[src/rtl/mux_seq_pkg.sv]
// Shared types and constants for the mux select sequencer.
// MUX_SEQ_MSB_FIRST_EN reverses the scan order (3,2,1,0).
package mux_seq_pkg;

  typedef enum logic {
    IDLE = 1'b0,
    SCAN = 1'b1
  } state_t;

  localparam int HOLD_W = 4;

`ifdef MUX_SEQ_MSB_FIRST_EN
  localparam logic [1:0] SEL_FIRST = 2'd3;
  localparam logic [1:0] SEL_LAST  = 2'd0;
`else
  localparam logic [1:0] SEL_FIRST = 2'd0;
  localparam logic [1:0] SEL_LAST  = 2'd3;
`endif

  // Wraps from the final index back to the first one.
  function automatic logic [1:0] sel_next(
    input logic [1:0] sel
  );
`ifdef MUX_SEQ_MSB_FIRST_EN
    return sel - 2'd1;
`else
    return sel + 2'd1;
`endif
  endfunction

endpackage

[src/rtl/mux_sel_sequencer_if.sv]
// Word intake and select/step handshake between the sequencer,
// its producer and the downstream mux consumer.
interface mux_sel_sequencer_if;

  logic [3:0] data_in;
  logic       data_valid_in;
  logic       data_ready_out;
  logic       step_ready_in;
  logic [3:0] d_out;
  logic [1:0] sel_out;
  logic       sel_valid_out;
  logic       last_out;
  logic       busy_out;

  modport master (
    output data_in,
    output data_valid_in,
    output step_ready_in,
    input  data_ready_out,
    input  d_out,
    input  sel_out,
    input  sel_valid_out,
    input  last_out,
    input  busy_out
  );

  modport slave (
    input  data_in,
    input  data_valid_in,
    input  step_ready_in,
    output data_ready_out,
    output d_out,
    output sel_out,
    output sel_valid_out,
    output last_out,
    output busy_out
  );

endinterface

[src/rtl/mux_seq_hold_cnt.sv]
// Per-index hold counter: counts accepted cycles and flags
// the cycle that completes a step.
module mux_seq_hold_cnt
  import mux_seq_pkg::*;
#(
  parameter int HOLD_CYCLES = 1
) (
  input  logic clk_in,
  input  logic rst_n_in,
  input  logic en,
  input  logic clr,
  output logic tc
);

  localparam logic [HOLD_W-1:0] TC_VAL =
    HOLD_W'(HOLD_CYCLES - 1);

  logic [HOLD_W-1:0] cnt_q;

  assign tc = (cnt_q == TC_VAL);

  always_ff @(posedge clk_in or negedge rst_n_in) begin
    if (!rst_n_in) begin
      cnt_q <= '0;
    end else if (clr) begin
      cnt_q <= '0;
    end else if (en) begin
      cnt_q <= tc ? '0 : cnt_q + 1'b1;
    end
  end

endmodule

[src/rtl/mux_sel_sequencer.sv]
// Holds a 4-bit word and walks the mux select through every index.
// Scan order is set by MUX_SEQ_MSB_FIRST_EN (see mux_seq_pkg).
module mux_sel_sequencer
  import mux_seq_pkg::*;
#(
  parameter int HOLD_CYCLES = 1
) (
  input  logic                 clk_in,
  input  logic                 rst_n_in,
  mux_sel_sequencer_if.slave   bus
);

  state_t     state_q;
  state_t     state_d;
  logic [3:0] d_q;
  logic [1:0] sel_q;
  logic       hold_tc;
  logic       in_scan;
  logic       step_en;
  logic       step_done;
  logic       final_done;
  logic       ready;
  logic       load;

  assign in_scan    = (state_q == SCAN);
  assign step_en    = in_scan & bus.step_ready_in;
  assign step_done  = step_en & hold_tc;
  assign final_done = step_done & (sel_q == SEL_LAST);
  assign load       = bus.data_valid_in & ready;

  mux_seq_hold_cnt #(
    .HOLD_CYCLES(HOLD_CYCLES)
  ) u_hold_cnt (
    .clk_in  (clk_in),
    .rst_n_in(rst_n_in),
    .en      (step_en),
    .clr     (load),
    .tc      (hold_tc)
  );

  always_ff @(posedge clk_in or negedge rst_n_in) begin
    if (!rst_n_in) begin
      state_q <= IDLE;
    end else begin
      state_q <= state_d;
    end
  end

  always_comb begin
    state_d = state_q;
    unique case (1'b1)
      (state_q == IDLE): begin
        if (load) state_d = SCAN;
      end
      (state_q == SCAN): begin
        if (final_done && !bus.data_valid_in)
          state_d = IDLE;
      end
      default: state_d = IDLE;
    endcase
  end

  // Ready opens in IDLE and on the cycle the last step completes.
  always_comb begin
    ready              = rst_n_in & (~in_scan | final_done);
    bus.data_ready_out = ready;
    bus.sel_valid_out  = in_scan;
    bus.busy_out       = in_scan;
    bus.last_out       = in_scan & (sel_q == SEL_LAST);
    bus.d_out          = d_q;
    bus.sel_out        = sel_q;
  end

  always_ff @(posedge clk_in or negedge rst_n_in) begin
    if (!rst_n_in) begin
      d_q   <= '0;
      sel_q <= SEL_FIRST;
    end else if (load) begin
      d_q   <= bus.data_in;
      sel_q <= SEL_FIRST;
    end else if (step_done) begin
      sel_q <= sel_next(sel_q);
    end
  end

endmodule

[src/flat_wrapper.sv]
// flat-port wrapper written by rule: the top's interface ports become plain ports
module mux_sel_sequencer_flat import mux_seq_pkg::*;
#(
  parameter int HOLD_CYCLES = 1
)
  (clk_in, rst_n_in, bus_data_in, bus_data_valid_in, bus_step_ready_in, bus_data_ready_out, bus_d_out, bus_sel_out, bus_sel_valid_out, bus_last_out, bus_busy_out);
  mux_sel_sequencer_if bus_i ();
  input  logic clk_in;
  input  logic rst_n_in;
  input wire logic [$bits(bus_i.data_in)-1:0] bus_data_in;
  input wire logic [$bits(bus_i.data_valid_in)-1:0] bus_data_valid_in;
  input wire logic [$bits(bus_i.step_ready_in)-1:0] bus_step_ready_in;
  output wire logic [$bits(bus_i.data_ready_out)-1:0] bus_data_ready_out;
  output wire logic [$bits(bus_i.d_out)-1:0] bus_d_out;
  output wire logic [$bits(bus_i.sel_out)-1:0] bus_sel_out;
  output wire logic [$bits(bus_i.sel_valid_out)-1:0] bus_sel_valid_out;
  output wire logic [$bits(bus_i.last_out)-1:0] bus_last_out;
  output wire logic [$bits(bus_i.busy_out)-1:0] bus_busy_out;
  assign bus_i.data_in = bus_data_in;
  assign bus_i.data_valid_in = bus_data_valid_in;
  assign bus_i.step_ready_in = bus_step_ready_in;
  assign bus_data_ready_out = bus_i.data_ready_out;
  assign bus_d_out = bus_i.d_out;
  assign bus_sel_out = bus_i.sel_out;
  assign bus_sel_valid_out = bus_i.sel_valid_out;
  assign bus_last_out = bus_i.last_out;
  assign bus_busy_out = bus_i.busy_out;
  mux_sel_sequencer #(.HOLD_CYCLES(HOLD_CYCLES)) u_core (.clk_in(clk_in), .rst_n_in(rst_n_in), .bus(bus_i));
endmodule
[config.mk]
export PLATFORM = sky130hd
export DESIGN_NAME = mux_sel_sequencer_flat
export DESIGN_NICKNAME = d
export VERILOG_FILES = /design/src/rtl/mux_seq_pkg.sv /design/src/rtl/mux_sel_sequencer_if.sv /design/src/rtl/mux_seq_hold_cnt.sv /design/src/rtl/mux_sel_sequencer.sv /design/src/flat_wrapper.sv
export SDC_FILE = /design/constraint.sdc
export NUM_CORES = 1
export LEC_CHECK = 0
export ABC_AREA = 1
export CAP_MARGIN = 5
export CORE_AREA = 2 2 39 41
export DETAILED_ROUTE_END_ITERATION = 8
export DIE_AREA = 0 0 41 43
export GPL_ROUTABILITY_DRIVEN = 0
export PLACE_DENSITY = 0.76
export SLEW_MARGIN = 25
export SYNTH_ARGS = -nofsm -noshare
export SYNTH_HDL_FRONTEND = slang
export SYNTH_SLANG_ARGS = --single-unit
[constraint.sdc]
create_clock -name clk_in -period 3 [get_ports clk_in]
set_input_delay 0.6 -clock clk_in [delete_from_list [all_inputs] [get_ports clk_in]]
set_output_delay 0.6 -clock clk_in [all_outputs]
set_load 0.1 [all_outputs]
---- After elaboration in Yosys (flattened, before gate mapping) ----
Index checks and enable logic that the tools add are counted.
operators by class
  add/sub/neg operators ................... 2
  bitwise gates (word level) .............. 8
  multiplexer cells ....................... 8
  reduce and logical (&&, ||, !) cells .... 5
  equal/unequal tests ..................... 1
operators with widths
  kind                 count
  $mux 4               3
  $and 1x1->1          6
  $add 4x1->4 const B  1
  $logic_not 4->1      1
  $mux 2               2
  $reduce_bool 2->1    2
  $add 2x1->2 const B  1
  $eq 2x2->1 const B   1
  $mux 1               2
  $pmux 1 s2           1
  $logic_and 1x1->1    1
  $logic_not 1->1      1
  $not 1->1            1
  $or 1x1->1           1
storage, ports and cells
  logic and storage cells ................. 28
  output and inout port bits .............. 10
  register bits after elaboration ......... 11
  input port bits ......................... 8

---- Logic depth before layout (Yosys ltp) ----
  depth in word-level cells ............... 8
  mapped depth ............................ 7
  mapped depth without buffers ............ 7

---- By module ----
From an unflattened synthesis, not the netlist that was laid out.
second synthesis, totals
  cell total of the unflattened synthesis .. 75
  area, all modules ....................... 620.6 sq um
modules (own cells, without submodules)
  module             area each (sq um)  seq. area each (sq um)  cells each  instances
  mux_sel_sequencer  364.1              175.2                   44          1
  mux_seq_hold_cnt   256.5              100.1                   31          1

---- Worst setup path before layout ----
Ideal clock, no wire load.
  kind .................................... flip-flop to output port
  from .................................... reg u_core.state_q (netlist: u_core.bus.busy_out)
  to ...................................... out bus_data_ready_out
  arrival ................................. 3.582 ns
  path buffers ............................ 0
  cell stages (with the launch flop) ...... 5
  path slack .............................. -1.182 ns
  data required time ...................... 2.400 ns
  cells stage by stage .................... dfrtp_1 > nand2_2 > inv_2 > nand4_2 > a21boi_0
between the ends
  word-level cells in the longest chain between the ends .. 5
  elaborated cells on any way between the ends .. 6
  those cells by class .................... bitwise (6)
RTL lines
  item                    RTL line                 source
  from (decl)             mux_sel_sequencer.sv:13  state_t state_q;
  from (signal assigned)  mux_sel_sequencer.sv:45  state_q <= state_d;
  $and 1x1->1             mux_sel_sequencer.sv:26  assign step_en = in_scan & bus.step_ready_in;
  $and 1x1->1             mux_sel_sequencer.sv:27  assign step_done = step_en & hold_tc;
  $and 1x1->1             mux_sel_sequencer.sv:28  assign final_done = step_done & (sel_q == SEL_LAST);
  $or 1x1->1 (*)          mux_sel_sequencer.sv:65  ready = rst_n_in & (~in_scan | final_done);
  $and 1x1->1 (*)         mux_sel_sequencer.sv:65
  to (decl)               flat_wrapper.sv:13       output wire logic [$bits(bus_i.data_ready_out)-1:0] bus_data_ready_out;
Mark *: on every way between the ends. The rest lies on a longest branch, timed or not.

---- Worst setup path in the final report ----
  from .................................... in bus_step_ready_in
  to ...................................... out bus_data_ready_out
between the ends
  word-level cells in the longest chain between the ends .. 5
RTL lines
  item         RTL line                 source
  from (decl)  flat_wrapper.sv:12       input wire logic [$bits(bus_i.step_ready_in)-1:0] bus_step_ready_in;
  $and 1x1->1  mux_sel_sequencer.sv:26
  $and 1x1->1  mux_sel_sequencer.sv:27
  $and 1x1->1  mux_sel_sequencer.sv:28
  $or 1x1->1   mux_sel_sequencer.sv:65
  $and 1x1->1  mux_sel_sequencer.sv:65
Every way passes these cells.

==> impl_metrics.json <==
{
  "hold_path_class": "reg -> reg",
  "max_clock_freq_ghz": 0.420,
  "slew_violations": 0,
  "num_rows": 14,
  "hold_path_end": "u_core.bus.d_out[0]$_DFFE_PN0P_",
  "postRouteWirelength_um": 1170,
  "antenna_found_initial": 0,
  "wl_per_cell_um": 10.9,
  "cp_max_fo": 5,
  "layoutNonFillerInstCount": 108,
  "place_area_sq_um": 792,
  "setup_viol": 0,
  "start_util": 0.445,
  "synth_top_cell_by_area": "dfrtp_1",
  "end_kind": "output pin",
  "finish.instance_area_sq_um": 818,
  "drive_gt1_frac": 0.250,
  "grt_use_total": 0.178,
  "die-area_sq_mm": 0.00176,
  "synth-seq-cells": 11,
  "die_w_um": 41,
  "syn_inst": 72,
  "vias_per_cell": 4.75,
  "reg2reg_slack_ns": 1.55,
  "syn-num-nets": 83,
  "critPathRequiredTime_ns": 2.40,
  "period_needed_ns": 2.38,
  "final_cell_mix": "nand2_1 (18), dfrtp_1 (11), inv_1 (10), buf_4 (10), clkdlybuf4s50_1 (7)",
  "hold_depth": 2,
  "postCtsSetupRepairBufs": 0,
  "htree_levels": 1,
  "min_from": "u_core.bus.d_out[0]$_DFFE_PN0P_",
  "dp_hpwl_um": 878,
  "drc": 0,
  "fin_nets": 104,
  "grt_max_degree": 18,
  "register_area_sq_um": 275,
  "cp-start-kind": "input port",
  "timing.rr.start": "u_core.bus.busy_out$_DFF_PN0_",
  "insertedDiodeCount": 0,
  "grt_pass1_wl_um": 2100,
  "rsz0062_at_grt": "no",
  "yosysTopAreaCellShare": 0.447,
  "grt_pass1_vias": 513,
  "final_common_cell": "nand2_1",
  "ys_seq_area_frac": 0.447,
  "finalSetupTns_ns": 0,
  "rr_worst_depth": 7,
  "root_buffer": "clkbuf_4",
  "clkLatencyLatePin_ns": 0.27,
  "dpl.cell_count": 104,
  "clkSlewWorstSetupHoldPaths_ns": 0.07,
  "first_pass_iters": 4,
  "slew-limit-headroom": 0.805,
  "top_usage_layer": "met2",
  "finalCritPeriodShare": 0.794,
  "final-hold-violation-count": 0,
  "met2_usage": 0.272,
  "cp.arrival_ns": 1.78,
  "synth.distinct_cells": 21,
  "ys_warn_count": 0,
  "syn_area_sq_um": 616,
  "syn2layout_area_growth_pct": 32.9,
  "cts_hold_buf": 0,
  "drtIter0Drc": 2,
  "ys_top_cells_by_area": "dfrtp_1 (45%), nand2_1 (11%), ha_1 (6.1%), inv_1 (6.1%), xor2_1 (5.7%)",
  "multi_input_area_sq_um": 283,
  "antenna_left": 0,
  "grt-ovfl-total": 0,
  "core_sq_mm": 0.00138,
  "cts-resized-gates": 0,
  "status": "finished, final reports clean",
  "worst_slew_pin_slew_ns": 0.293,
  "cts_tree": "done",
  "io_buffers": 17,
  "crit_type": "in -> out",
  "io_pins": 18,
  "clock_sinks": 11,
  "vias": 513,
  "maxCapViolations": 0,
  "fin_worst_skew_ns": 0.00108,
  "grt_use_met3": 0.0419,
  "clockBufferDepth": 2,
  "final.fill_count": 131,
  "cts_made_buffers": 3,
  "syn_avg_cell_area_sq_um": 8.55,
  "die_h_um": 43,
  "grt_use_met1": 0.218,
  "rr_endpoint": "u_core.bus.d_out[3]$_DFFE_PN0P_"
}
-- Yosys cell counts, drive strengths merged --
cell and number:
nand4 5, dfrtp 11, xor2 4, ha 3, inv 12, nand2 20, buf 1, clkbuf 1
nor2 6, clkinv 1, a21boi 1, a21oi 1, nand3 3, o21ai 3
-- registers in the layout, summed over array words and instances, names as in the netlist --
signal	cells
u_core.bus.busy_out	1
u_core.bus.d_out	4
u_core.u_hold_cnt.cnt_q	4
u_core.bus.sel_out	2
-- per-stage QoR --
stage               hold WS, ns  utilization  setup slack, ns
global placement          0.459        0.572            0.648
global route              0.510        0.591            0.535
detailed placement        0.466        0.572            0.616
finish                    0.483        0.591            0.617
floorplan                 0.304            -           0.0456
CTS                       0.485        0.591            0.611
-- how the worst max path moves through the flow --
stage	from	end	slack, ns
final	bus_step_ready_in	bus_data_ready_out	0.62
after global routing	bus_step_ready_in	bus_data_ready_out	0.54
after CTS	bus_step_ready_in	bus_data_ready_out	0.61
after detailed placement	bus_step_ready_in	bus_data_ready_out	0.62
after global placement	bus_step_ready_in	bus_data_ready_out	0.65
after floorplan	u_core.bus.busy_out$_DFF_PN0_	bus_data_ready_out	0.05
-- worst max-delay path: stages --
cell	delay, ns
clkdlybuf4s50_1	0.48
nand2_2	0.09
inv_2	0.11
nand4_2	0.11
a21boi_2	0.19
buf_12	0.19
-- final cells by class --
cell class	instances	share of cell area
flip-flops and latches	11	0.336
repair buffers	18	0.202
well taps	16	0.0245
multi-input cells	46	0.346
inverters	13	0.0596
clock buffers	4	0.0321
-- layer usage --
layer / routed length (um) / vias to the layer above / share of wire
li1: - / 261 / -
met1: 515 / 227 / 0.44
met2: 549 / 22 / 0.47
met3: 80 / 3 / 0.068
met4: 27 / 0 / 0.023
met5: 0 / - / 0
-- cell families (layout without fill, tap and decap cells) --
kind of cell	Yosys count	after routing	share of synthesized area
flip-flops	11	11	0.447
adder cells (fa/ha/maj)	3	3	0.0610
XOR/XNOR	4	4	0.0569
buffers and inverters	15	35	0.0996
AND/OR/NAND/NOR	34	34	0.285
AO/OA/AOI/OAI	5	5	0.0508
Power is left out: the tool's default activity adds up to more than one toggle a clock period on the data nets, which glitch-free logic cannot reach.
